--- config.mk ---
export PLATFORM = sky130hd
export DESIGN_NAME = seg7_page_scheduler
export DESIGN_NICKNAME = d
export VERILOG_FILES = /design/src/rtl/seg7_page_scheduler_pkg.sv /design/src/rtl/seg7_tick_gen.sv /design/src/rtl/seg7_page_scheduler.sv
export SDC_FILE = /design/constraint.sdc
export NUM_CORES = 1
export LEC_CHECK = 0
export ABC_AREA = 1
export CORE_MARGIN = 4
export CORE_UTILIZATION = 52
export DETAILED_ROUTE_END_ITERATION = 12
export PLACE_DENSITY_LB_ADDON = 0.1
export SYNTH_ARGS = -nofsm -noshare
export SYNTH_HDL_FRONTEND = slang
export SYNTH_HIERARCHICAL = 1
export SYNTH_SLANG_ARGS = --single-unit
--- constraint.sdc ---
create_clock -name CLK -period 6 [get_ports CLK]
set_input_delay 1.2 -clock CLK [delete_from_list [all_inputs] [get_ports CLK]]
set_output_delay 1.2 -clock CLK [all_outputs]
set_load 0.01 [all_outputs]
--- src/rtl/seg7_page_scheduler_pkg.sv ---
// rtl/seg7_page_scheduler_pkg.sv - register offsets, CTRL fields and rotation states for the page scheduler
package seg7_page_scheduler_pkg;

    localparam logic [7:0] OFS_CTRL    = 8'h0;
    localparam logic [7:0] OFS_DWELL   = 8'h1;
    localparam logic [7:0] OFS_PAGE0_L = 8'h2;
    localparam logic [7:0] OFS_PAGE0_R = 8'h3;
    localparam logic [7:0] OFS_PAGE1_L = 8'h4;
    localparam logic [7:0] OFS_PAGE1_R = 8'h5;
    localparam logic [7:0] OFS_PAGE2_L = 8'h6;
    localparam logic [7:0] OFS_PAGE2_R = 8'h7;
    localparam logic [7:0] OFS_PAGE3_L = 8'h8;
    localparam logic [7:0] OFS_PAGE3_R = 8'h9;
    localparam logic [7:0] OFS_JUMP    = 8'hA;

    localparam int CTRL_ROT_EN     = 0;
    localparam int CTRL_BLANK      = 1;
    localparam int CTRL_BLINK_EN   = 2;
    localparam int CTRL_NPAGES_LSB = 4;
    localparam int CTRL_NPAGES_MSB = 5;

    localparam logic [7:0] DWELL_RESET = 8'd100;

    typedef enum logic [1:0] {
        ST_HOLD    = 2'd0,
        ST_DWELL   = 2'd1,
        ST_ADVANCE = 2'd2
    } rotState_t;

endpackage

--- src/rtl/seg7_tick_gen.sv ---
// rtl/seg7_tick_gen.sv - free-running prescaler producing a one-cycle 1 ms tick
module seg7_tick_gen
    import seg7_page_scheduler_pkg::*;
#(
    parameter int TICK_DIV = 100000
) (
    input  logic CLK,
    input  logic RESETN,
    output logic TICK
);

    localparam int CntW = (TICK_DIV > 1) ? $clog2(TICK_DIV) : 1;
    localparam logic [CntW-1:0] LastCnt = CntW'(TICK_DIV - 1);

    logic [CntW-1:0] prescale;

    always_ff @(posedge CLK or negedge RESETN) begin
        if (!RESETN) begin
            prescale <= '0;
        end else if (prescale == LastCnt) begin
            prescale <= '0;
        end else begin
            prescale <= prescale + CntW'(1);
        end
    end

    assign TICK = (prescale == LastCnt);

endmodule

--- src/rtl/seg7_page_scheduler.sv ---
// rtl/seg7_page_scheduler.sv - four-page store with timed rotation, jump, blank and blink for the 7-segment display
module seg7_page_scheduler
    import seg7_page_scheduler_pkg::*;
#(
    parameter logic [7:0] BaseAddr    = 8'hD8,
    parameter int         TICK_DIV    = 100000,
    parameter int         BLINK_TICKS = 250
) (
    input  logic       CLK,
    input  logic       RESETN,
    input  logic [7:0] BUS_DATA,
    input  logic [7:0] BUS_ADDR,
    input  logic       BUS_WE,
    output logic [7:0] DISP_L,
    output logic [7:0] DISP_R,
    output logic       DISP_BLANK,
    output logic [1:0] PAGE_IDX,
    output logic       PAGE_WRAP
);

    localparam int BlinkW = (BLINK_TICKS > 1) ? $clog2(BLINK_TICKS) : 1;
    localparam logic [BlinkW-1:0] BlinkLast = BlinkW'(BLINK_TICKS - 1);

    logic            rotEn, blankEn, blinkEn;
    logic [1:0]      npagesM1;
    logic [7:0]      dwellReg;
    logic [7:0]      pageL [4];
    logic [7:0]      pageR [4];

    logic            tick;
    logic [7:0]      offset;
    logic            inWindow, wrCtrl, wrJump, jumpHit, shrinkHit;

    rotState_t       state, stateNext;
    logic [1:0]      pageIdx, idxNext;
    logic [7:0]      dwellCnt, cntNext;
    logic            wrapReg, wrapNext;

    logic [BlinkW-1:0] blinkCnt;
    logic              blinkOff;

    seg7_tick_gen #(.TICK_DIV(TICK_DIV)) tickGen (
        .CLK    (CLK),
        .RESETN (RESETN),
        .TICK   (tick)
    );

    always_comb begin
        offset    = BUS_ADDR - BaseAddr;
        inWindow  = (BUS_ADDR >= BaseAddr) && (offset <= OFS_JUMP);
        wrCtrl    = BUS_WE && inWindow && (offset == OFS_CTRL);
        wrJump    = BUS_WE && inWindow && (offset == OFS_JUMP);
        jumpHit   = wrJump && (BUS_DATA[1:0] <= npagesM1);
        // Shrinking the page count under the shown page restarts from page 0.
        shrinkHit = wrCtrl && (BUS_DATA[CTRL_NPAGES_MSB:CTRL_NPAGES_LSB] < pageIdx);
    end

    always_ff @(posedge CLK or negedge RESETN) begin
        if (!RESETN) begin
            rotEn    <= 1'b0;
            blankEn  <= 1'b0;
            blinkEn  <= 1'b0;
            npagesM1 <= 2'd0;
            dwellReg <= DWELL_RESET;
            for (int i = 0; i < 4; i++) begin
                pageL[i] <= 8'h00;
                pageR[i] <= 8'h00;
            end
        end else if (BUS_WE && inWindow) begin
            case (offset)
                OFS_CTRL: begin
                    rotEn    <= BUS_DATA[CTRL_ROT_EN];
                    blankEn  <= BUS_DATA[CTRL_BLANK];
                    blinkEn  <= BUS_DATA[CTRL_BLINK_EN];
                    npagesM1 <= BUS_DATA[CTRL_NPAGES_MSB:CTRL_NPAGES_LSB];
                end
                OFS_DWELL:   dwellReg <= BUS_DATA;
                OFS_PAGE0_L: pageL[0] <= BUS_DATA;
                OFS_PAGE0_R: pageR[0] <= BUS_DATA;
                OFS_PAGE1_L: pageL[1] <= BUS_DATA;
                OFS_PAGE1_R: pageR[1] <= BUS_DATA;
                OFS_PAGE2_L: pageL[2] <= BUS_DATA;
                OFS_PAGE2_R: pageR[2] <= BUS_DATA;
                OFS_PAGE3_L: pageL[3] <= BUS_DATA;
                OFS_PAGE3_R: pageR[3] <= BUS_DATA;
                default: ;
            endcase
        end
    end

    // A valid jump or a shrink overrides whatever the rotation would do this cycle.
    always_comb begin
        stateNext = state;
        idxNext   = pageIdx;
        cntNext   = dwellCnt;
        wrapNext  = 1'b0;
        if (jumpHit || shrinkHit) begin
            idxNext   = jumpHit ? BUS_DATA[1:0] : 2'd0;
            cntNext   = 8'd0;
            stateNext = rotEn ? ST_DWELL : ST_HOLD;
        end else begin
            case (state)
                ST_HOLD: begin
                    cntNext = 8'd0;
                    if (rotEn) begin
                        stateNext = ST_DWELL;
                    end
                end
                ST_DWELL: begin
                    if (!rotEn) begin
                        stateNext = ST_HOLD;
                        cntNext   = 8'd0;
                    end else if (tick && (dwellReg != 8'd0)) begin
                        if (dwellCnt == dwellReg - 8'd1) begin
                            stateNext = ST_ADVANCE;
                        end else begin
                            cntNext = dwellCnt + 8'd1;
                        end
                    end
                end
                ST_ADVANCE: begin
                    if (pageIdx == npagesM1) begin
                        idxNext  = 2'd0;
                        wrapNext = 1'b1;
                    end else begin
                        idxNext = pageIdx + 2'd1;
                    end
                    cntNext   = 8'd0;
                    stateNext = ST_DWELL;
                end
                default: begin
                    stateNext = ST_HOLD;
                    cntNext   = 8'd0;
                end
            endcase
        end
    end

    always_ff @(posedge CLK or negedge RESETN) begin
        if (!RESETN) begin
            state    <= ST_HOLD;
            pageIdx  <= 2'd0;
            dwellCnt <= 8'd0;
            wrapReg  <= 1'b0;
        end else begin
            state    <= stateNext;
            pageIdx  <= idxNext;
            dwellCnt <= cntNext;
            wrapReg  <= wrapNext;
        end
    end

    always_ff @(posedge CLK or negedge RESETN) begin
        if (!RESETN) begin
            blinkCnt <= '0;
            blinkOff <= 1'b0;
        end else if (!blinkEn) begin
            blinkCnt <= '0;
            blinkOff <= 1'b0;
        end else if (tick) begin
            if (blinkCnt == BlinkLast) begin
                blinkCnt <= '0;
                blinkOff <= ~blinkOff;
            end else begin
                blinkCnt <= blinkCnt + BlinkW'(1);
            end
        end
    end

    always_ff @(posedge CLK or negedge RESETN) begin
        if (!RESETN) begin
            DISP_L     <= 8'h00;
            DISP_R     <= 8'h00;
            DISP_BLANK <= 1'b0;
        end else begin
            DISP_L     <= pageL[pageIdx];
            DISP_R     <= pageR[pageIdx];
            DISP_BLANK <= blankEn | (blinkEn & blinkOff);
        end
    end

    assign PAGE_IDX  = pageIdx;
    assign PAGE_WRAP = wrapReg;

endmodule

Word-level counts from Yosys, hierarchy flattened:

Cells that the tools add are included.

* add/subtract/negate cells: 6
* $lt $le $gt $ge: 5
* eq/ne operators: 22
* muxes and demuxes: 32
* bitwise logic cells: 4
* reduce and logical (&&, ||, !) cells: 25

Operators with widths (number)
* 2-to-1 mux 8 bit: 12
* binary-select mux 8 bit (select 2 bit): 2
* == test 8 x 3 -> 1 bit (second input constant): 4
* == test 8 x 4 -> 1 bit (second input constant): 3
* AND reduction 2 bit: 12
* 2-to-1 mux 2 bit: 9
* adder 17 x 1 -> 17 bit (second input constant): 1
* == test 17 bit (second input constant): 1
* 2-to-1 mux 17 bit: 1
* adder 8 x 1 -> 8 bit (second input constant): 2
* == test 8 x 2 -> 1 bit (second input constant): 2
* inequality test 4 bit (second input constant): 3
* == test 8 x 1 -> 1 bit (second input constant): 1
* == test 8 bit: 1
* == test 8 bit (second input constant): 1
* >= comparator 8 bit (second input constant): 1
* less-or-equal comparator 8 x 4 -> 1 bit (second input constant): 1
* zero test 8 bit: 1
* nonzero test 8 bit: 1
* subtractor 8 x 1 -> 8 bit (second input constant): 1
* subtractor 8 bit (second input constant): 1
* logical AND 1 bit: 7
* 2-to-1 mux 1 bit: 7
* one-hot mux 2 bit (3 select lines): 1
* other kinds (17): 18

* register bits: 133
* output and inout port bits: 20
* word-level logic and storage cells: 117

Depth between registers and ports, before layout:

Gate-level depths: netlist of the first run.

* word-level depth: 9
* gate-level depth with buffers: 15

By module:

Netlist of the first run, hierarchy kept.

By module, submodules not included
* seg7_page_scheduler: times used 1, cells each 665, area an instance 5660.4 um2, sequential area each 2906.5 um2
* seg7_tick_gen: times used 1, cells each 138, area an instance 978.4 um2, sequential area each 425.4 um2

Worst setup path after synthesis of the first run:

Ideal clock, no wire load.

* path type: in2reg
* start: in BUS_DATA[0]
* end: reg dwellCnt[5]
* data arrival time: 2.583 ns
* required time: 5.882 ns
* slack: 3.299 ns
* cell stages on the path: 11
* buffers on the path: 2
* path through: inv_1 > clkbuf_1 > ha_1 > nor2_1 > o21ai_0 > nand3_2 > nand2_4 > nor2_4 > buf_6 > nand3_1 > nand2_1

* cells in the longest elaborated chain, start to end: 5
* elaborated cells between the ends (all ways): 7

RTL lines
* start, declared: line seg7_page_scheduler.sv:11 `input logic [7:0] BUS_DATA,`
* less-or-equal comparator 2 bit *: line seg7_page_scheduler.sv:53 `jumpHit = wrJump && (BUS_DATA[1:0] <= npagesM1);`
* logical AND 1 bit *: line seg7_page_scheduler.sv:53
* logical OR 1 bit *: line seg7_page_scheduler.sv:97 `if (jumpHit || shrinkHit) begin`
* inequality test 4 bit (no source line)
* AND reduction 2 bit (no source line)
* end signal, assigned: line seg7_page_scheduler.sv:148 `dwellCnt <= cntNext;`
* end, declared: line seg7_page_scheduler.sv:36 `logic [7:0] dwellCnt, cntNext;`

Every way passes the cells marked *; elsewhere a longest branch is shown, timed or not.
A chain may end at the register's enable or synchronous reset.

Worst setup path after layout of the first run:

* start: in BUS_ADDR[3]
* end: reg dwellCnt[1]

* cells in the longest elaborated chain, start to end: 9
* elaborated cells between the ends (all ways): 16

RTL lines
* start, declared: line seg7_page_scheduler.sv:12 `input logic [7:0] BUS_ADDR,`
* subtractor 8 bit: line seg7_page_scheduler.sv:49 `offset = BUS_ADDR - BaseAddr;`
* less-or-equal comparator 8 x 4 -> 1 bit: line seg7_page_scheduler.sv:50 `inWindow = (BUS_ADDR >= BaseAddr) && (offset <= OFS_JUMP);`
* logical AND 1 bit: line seg7_page_scheduler.sv:50
* logical AND 1 bit: line seg7_page_scheduler.sv:51, seg7_page_scheduler.sv:52
* logical AND 1 bit (on tied branches): line seg7_page_scheduler.sv:52, seg7_page_scheduler.sv:51
* logical AND 1 bit (on tied branches): line seg7_page_scheduler.sv:53, seg7_page_scheduler.sv:55
* logical OR 1 bit *: line seg7_page_scheduler.sv:97
* inequality test 4 bit (no source line)
* AND reduction 2 bit (no source line)

Marked as above.

==> results of run 1 <==
[synthesized netlist by cell type (10+ instances only)]
library cell    n
nor2_1         97
nor3_1         11
nand2_1       191
clkbuf_1       10
inv_1          74
o21ai_0        45
nand3_1        43
nand2_2        10
nand4_1        12
buf_6          10
dfrtp_1       130
o22ai_1        19
o21ai_1        64
[stage by stage]
stage / instance area, um^2 / hold slack (ps) / instances / power (mW)
2_1_floorplan: 6640 / 444 / 803 / 0.937
3_3_place_gp: 7050 / 463 / 988 / 0.975
3_5_place_dp: 7050 / 469 / 988 / 0.977
4_1_cts: 7650 / 484 / 1019 / 2.02
5_1_grt: 7650 / 497 / 1019 / 2.07
6_report: 7650 / 475 / 1019 / 2.01
[cell families after synthesis]
group / after synthesis / share of synthesized area
adder cells (fa/ha/maj): 9 / 0.0170
AND/OR/NAND/NOR: 395 / 0.266
AO/OA/AOI/OAI: 149 / 0.124
multiplexers: 1 / 0.00151
flip-flops: 133 / 0.502
XOR/XNOR: 13 / 0.0172
buffers and inverters: 103 / 0.0726
[sequential cells by signal, summed over array words and instances, names as in the netlist, 8 cells and up]
| signal | flops |
|---|---|
| DISP_R | 8 |
| tickGen/prescale | 17 |
| dwellReg | 8 |
| blinkCnt | 8 |
| pageR | 32 |
| dwellCnt | 8 |
| DISP_L | 8 |
| pageL | 32 |
[routing by layer]
metal	vias up	share of wire	track usage
met3	26	0.047	0.0517
met1	2615	0.45	0.285
met2	126	0.48	0.358
li1	2680	-	-
met4	0	0.021	0.0822
met5	-	0	0
[worst max-delay path by stage]
| stage | depth (start not counted) | slack [ps] | from | end |
|---|---|---|---|---|
| after floorplan | 11 | 3300 | BUS_DATA[0] | dwellCnt[5] |
| after global placement | 13 | 2500 | BUS_ADDR[3] | state[0] |
| after detailed placement | 13 | 2380 | BUS_ADDR[3] | state[0] |
| after CTS | 13 | 2820 | BUS_ADDR[3] | state[1] |
| after global routing | 13 | 2600 | BUS_ADDR[3] | state[1] |
| final | 13 | 2800 | BUS_ADDR[3] | dwellCnt[1] |
[critical path, stage by stage]
cell             delay [ps]
clkdlybuf4s50_1         540
ha_1                    220
inv_1                    50
nand2_1                 100
a21oi_4                  70
nand2_1                 310
nor2_1                  120
nand4_1                 220
nand2_4                 110
nor2_4                  270
nand2_2                 150
nand2_1                  80
nand2_1                  50
[power by group through the flow]
stage               logic, mW  registers [mW]  clock network [mW]
global placement       0.0611           0.914                   0
CTS                    0.0625           0.898                1.06
detailed placement     0.0624           0.914                   0
global route           0.0687           0.898                1.11
finish                 0.0607           0.898                1.05
floorplan              0.0225           0.914                   0
[final cells by class]
| class | count | area share |
|---|---|---|
| clock buffer | 19 | 0.0579 |
| clock inverter | 12 | 0.0200 |
| inverter | 76 | 0.0373 |
| multi-input combinational | 567 | 0.369 |
| sequential | 133 | 0.436 |
| tap | 172 | 0.0281 |
| timing repair buffer | 40 | 0.0518 |
==> impl_metrics.csv, run 1 <==
group,metric,value,unit
timing,worstMarginPinSlew,1040,ps
yosys,yosysUniqueCellTypes,39,
power_and_ir_drop,pwr-share-comb,0.030,
cells_and_area,nNetsFinal,863,
clocking,cts_hold_repair.buffers,0,
power_and_ir_drop,power.density,263,nW/um^2
critical_path,required,6300,ps
die,rows,41,
clocking,clkTransAtPathRegs,60,ps
yosys,ys_warn_count,6,
cells_and_area,final_common_cell,"nand2_1",
die,num_io_pins,39,
timing,fin_ws,2800,ps
timing,drv_slew,0,
worst_hold_path,min_from,"blankEn",
clocking,root_buffer,"clkbuf_16",
global_routing,grt_util_all_layers,0.219,
yosys,synth_area,6640,um^2
drt,first_pass_iters,5,
clocking,cts_tree,"yes",
timing,setup_viol,0,
power_and_ir_drop,p_int,1.58,mW
critical_path,r2r_end,"dwellCnt[1]",
yosys,synth_top_area_share,0.490,
power_and_ir_drop,peakVddDrop,0.205,mV
place,place_hpwl,9750,um
cells_and_area,multi_input_area,2830,um^2
critical_path,reg2regPathDepth,9,
drt,drtIter0Drc,374,
timing,slew-limit-headroom,0.303,
yosys,synth_cells,803,
critical_path,reg2reg_slack,3080,ps
cells_and_area,insertedDiodeCount,0,
power_and_ir_drop,sw_frac_of_total,0.215,
flow_run,cap_violations,0,
yosys,async_reset_ff_frac,1.00,
run_status,status,"complete, no violations",
worst_hold_path,hp-class,"flip-flop to flip-flop",
global_routing,grt_pass1_wl,25500,um
cells_and_area,seq_area,3330,um^2
clocking,cts_sinks,133,
cells_and_area,final_cell_mix,"191 x nand2_1, 130 x dfrtp_1, 97 x nor2_1",
global_routing,grt-ovfl-total,0,
drt,drc,0,
global_routing,grt_pass1_vias,5376,
timing,fin_crit_sh,0.533,
place,io_buffers,38,
timing,period_needed,3200,ps
drt,drt-vias-per-instance,5.35,
place,gp_congestion,0.814,
global_routing,antenna_found_initial,0,
clocking,cts-buffers-inserted,17,
drt,ant_nets,0,
clocking,clockBufferDepth,2,
clocking,cts_resized,0,
drt,wirelength,14900,um
critical_path,path_class,"primary input to flip-flop",
yosys,ys_seq_area_frac,0.502,
yosys,synth_edf_count,0,
critical_path,crit_arrival,3500,ps
power_and_ir_drop,p_sw,0.433,mW
clocking,clock_latency,420,ps
critical_path,critPathMaxFanout,13,
die,die_w,121,um
critical_path,critPathLaunchType,"primary input",
die,start_util,0.528,
yosys,synth_ff_type,"dfrtp_1",
critical_path,end_kind,"flip-flop",
yosys,synth_area_leader_cell,"dfrtp_1",
yosys,netlist_top_cells_area,"dfrtp_1 49%, nand2_1 11%, nor2_1 5.5%",
cells_and_area,fin_util,0.609,
drt,post_drt_wl_per_cell,14.6,um
yosys,synth.avg_cell_area,8.27,um^2
timing,skew,7.09,ps
timing,hold_viol_final,0,
cells_and_area,fillers,1116,
critical_path,r2r_start,"PAGE_IDX[1]",
die,dieArea,14600,um^2
drt,vias,5447,
clocking,htree_levels,4,
timing,finalSetupTns,0,ps
clocking,cts_setup_buffers,0,
power_and_ir_drop,p_seq_frac,0.447,
power_and_ir_drop,p_clk_frac,0.523,
die,fp.dieH,121,um
yosys,ys_ff_latch,133,
place,dp_slack,2380,ps
cells_and_area,layout-drive-gt1-share,0.0956,
global_routing,grt_max_degree,89,
worst_hold_path,hold_depth,1,
timing,rsz0062_at_grt,"false",
power_and_ir_drop,leakagePower,3.77,nW
cells_and_area,syn2layout_area_growth,15.2,%
die,core_area,12600,um^2
worst_hold_path,hold_path_end,"DISP_BLANK",
yosys,syn-num-nets,831,
timing,fmax,0.313,GHz
Note: power is estimated with default switching activity, not from simulation.
==> run 2: changes to the inputs <==
==> constraint.sdc (replaced) <==
create_clock -name CLK -period 2.9 [get_ports CLK]
set_input_delay 0.58 -clock CLK [delete_from_list [all_inputs] [get_ports CLK]]
set_output_delay 0.58 -clock CLK [all_outputs]
set_load 0.01 [all_outputs]
==> run 2 against run 1 <==
  * Via count down 1.2%
  * Critical endpoint is now PAGE_IDX[0]
  * Sequential power up 110%
  * Largest cell class unchanged
  * Highest routed layer unchanged
  * Critical path depth is 12 lower
==> impl_metrics.csv, run 2 (synthesized netlist as in run 1, its figures left out) <==
group,metric,value,unit
timing,skew,6.62,ps
global_routing,grt_pass1_wl,24900,um
global_routing,antenna_found_initial,0,
die,die_w,121,um
place,gp_congestion,0.827,
flow_run,cap_violations,0,
clocking,clockBufferDepth,2,
critical_path,reg2reg_slack,690,ps
drt,ant_nets,0,
critical_path,slowest_stage,"dfrtp_1",
run_status,status,"complete, no violations",
power_and_ir_drop,p_total,4.01,mW
global_routing,grt-ovfl-total,0,
drt,vias,5382,
cells_and_area,syn2layout_area_growth,15.8,%
power_and_ir_drop,peakVddDrop,0.412,mV
clocking,cts_hold_repair.buffers,0,
drt,drtIter0Drc,387,
worst_hold_path,hp-class,"primary input to async pin",
clocking,cts-buffers-inserted,17,
clocking,cts_setup_buffers,0,
global_routing,grt_util_all_layers,0.213,
die,dieArea,14600,um^2
timing,rsz0062_at_grt,"false",
critical_path,required,2320,ps
power_and_ir_drop,power.density,522,nW/um^2
critical_path,end_kind,"primary output",
die,core_area,12600,um^2
timing,fmax,0.408,GHz
die,fp.dieH,121,um
critical_path,critPathBufInv,1,
critical_path,cp.depth,1,
clocking,cts_sinks,133,
timing,drv_slew,0,
critical_path,reg2regPathDepth,14,
critical_path,critPathMaxFanout,17,
critical_path,startpoint,"PAGE_IDX[0]",
clocking,cts_tree,"yes",
cells_and_area,insertedDiodeCount,0,
drt,drt-vias-per-instance,5.24,
cells_and_area,layout-drive-gt1-share,0.104,
timing,setup_viol,0,
cells_and_area,final_cell_mix,"191 x nand2_1, 130 x dfrtp_1, 97 x nor2_1",
cells_and_area,final_common_cell,"nand2_1",
critical_path,r2r_start,"tickGen/prescale[0]",
clocking,root_buffer,"clkbuf_16",
place,place_hpwl,9840,um
timing,timing.hold.ws,196,ps
cells_and_area,nNetsFinal,871,
clocking,clock_latency,410,ps
die,num_io_pins,39,
timing,fin_crit_sh,0.846,
timing,finalSetupTns,0,ps
critical_path,crit_path_end,"PAGE_IDX[0]",
drt,first_pass_iters,5,
timing,period_needed,2450,ps
critical_path,crit_path_max_incr_delay,790,ps
critical_path,critPathLaunchType,"flip-flop",
die,start_util,0.528,
timing,slew-limit-headroom,0.295,
clocking,htree_levels,4,
die,rows,41,
critical_path,r2r_end,"blinkCnt[6]",
place,io_buffers,38,
global_routing,grt_max_degree,84,
global_routing,grt_pass1_vias,5121,
critical_path,cp_cell_sequence,"clkdlybuf4s50_1",
critical_path,path_class,"flip-flop to primary output",
clocking,cts_resized,0,
power_and_ir_drop,leakagePower,3.79,nW
critical_path,crit_arrival,1870,ps
critical_path,cpLargestDelayFamily,"flip-flops",
drt,wirelength,14700,um
clocking,clkTransAtPathRegs,60,ps
drt,drc,0,
drt,post_drt_wl_per_cell,14.3,um
timing,hold_viol_final,0,
timing,worstMarginPinSlew,1060,ps
cells_and_area,reg_top3,"pageL x32, pageR x32, tickGen/prescale x17",
-- run 2: routing by layer --
| metal | up-vias | wire length (um) | track usage |
|---|---|---|---|
| li1 | 2694 | - | - |
| met1 | 2590 | 7010 | 0.284 |
| met2 | 87 | 7060 | 0.350 |
| met3 | 11 | 495 | 0.0471 |
| met4 | 0 | 129 | 0.0659 |
| met5 | - | 0 | 0 |
-- run 2: worst register-to-register path, cell delays in order, from the launching register on --
cell and delay, ps:
dfrtp_1 410, ha_1 240, nand2_2 80, inv_1 80, nand2_1 60, nor2_1 110, nand2_2 130, inv_2 160
nor2_1 100, inv_1 120, nand3_1 110, nor3_1 200, nand2_1 110, nand2_1 60, nor3b_1 160
-- run 2: area by class of cell --
class | count | area (um^2)
tap | 172 | 215
sequential | 133 | 3330
clock buffer | 20 | 457
timing repair buffer | 48 | 469
clock inverter | 11 | 101
inverter | 76 | 285
fill | 1102 | 4880
multi-input combinational | 567 | 2830
-- run 2: worst min-delay path by stage --
stage | from | end | slack, ps | cells past startpoint
2_1_floorplan | RESETN | DISP_BLANK | 280 | 0
5_1_grt | RESETN | blinkCnt[4] | 240 | 1
3_3_place_gp | blankEn | blankEn | 460 | 2
6_report | RESETN | blinkCnt[4] | 200 | 1
3_5_place_dp | pageR[24] | pageR[24] | 470 | 2
4_1_cts | RESETN | blinkCnt[4] | 240 | 1
-- run 2: per-stage QoR --
step / utilization / cell area (um^2) / instances / worst slack [ps]
floorplan: - / 6640 / 803 / 819
global placement: 0.567 / 7130 / 996 / 209
detailed placement: 0.567 / 7130 / 996 / 151
finish: 0.611 / 7680 / 1027 / 447
CTS: 0.611 / 7680 / 1027 / 433
global route: 0.611 / 7680 / 1027 / 365
-- run 2: where the power goes --
part	total, mW	internal, mW	switching, mW
Combinational	0.132	0.0397	0.0922
Sequential	1.86	1.86	0.000604
Clock	2.02	1.22	0.803
Total	4.01	3.12	0.895
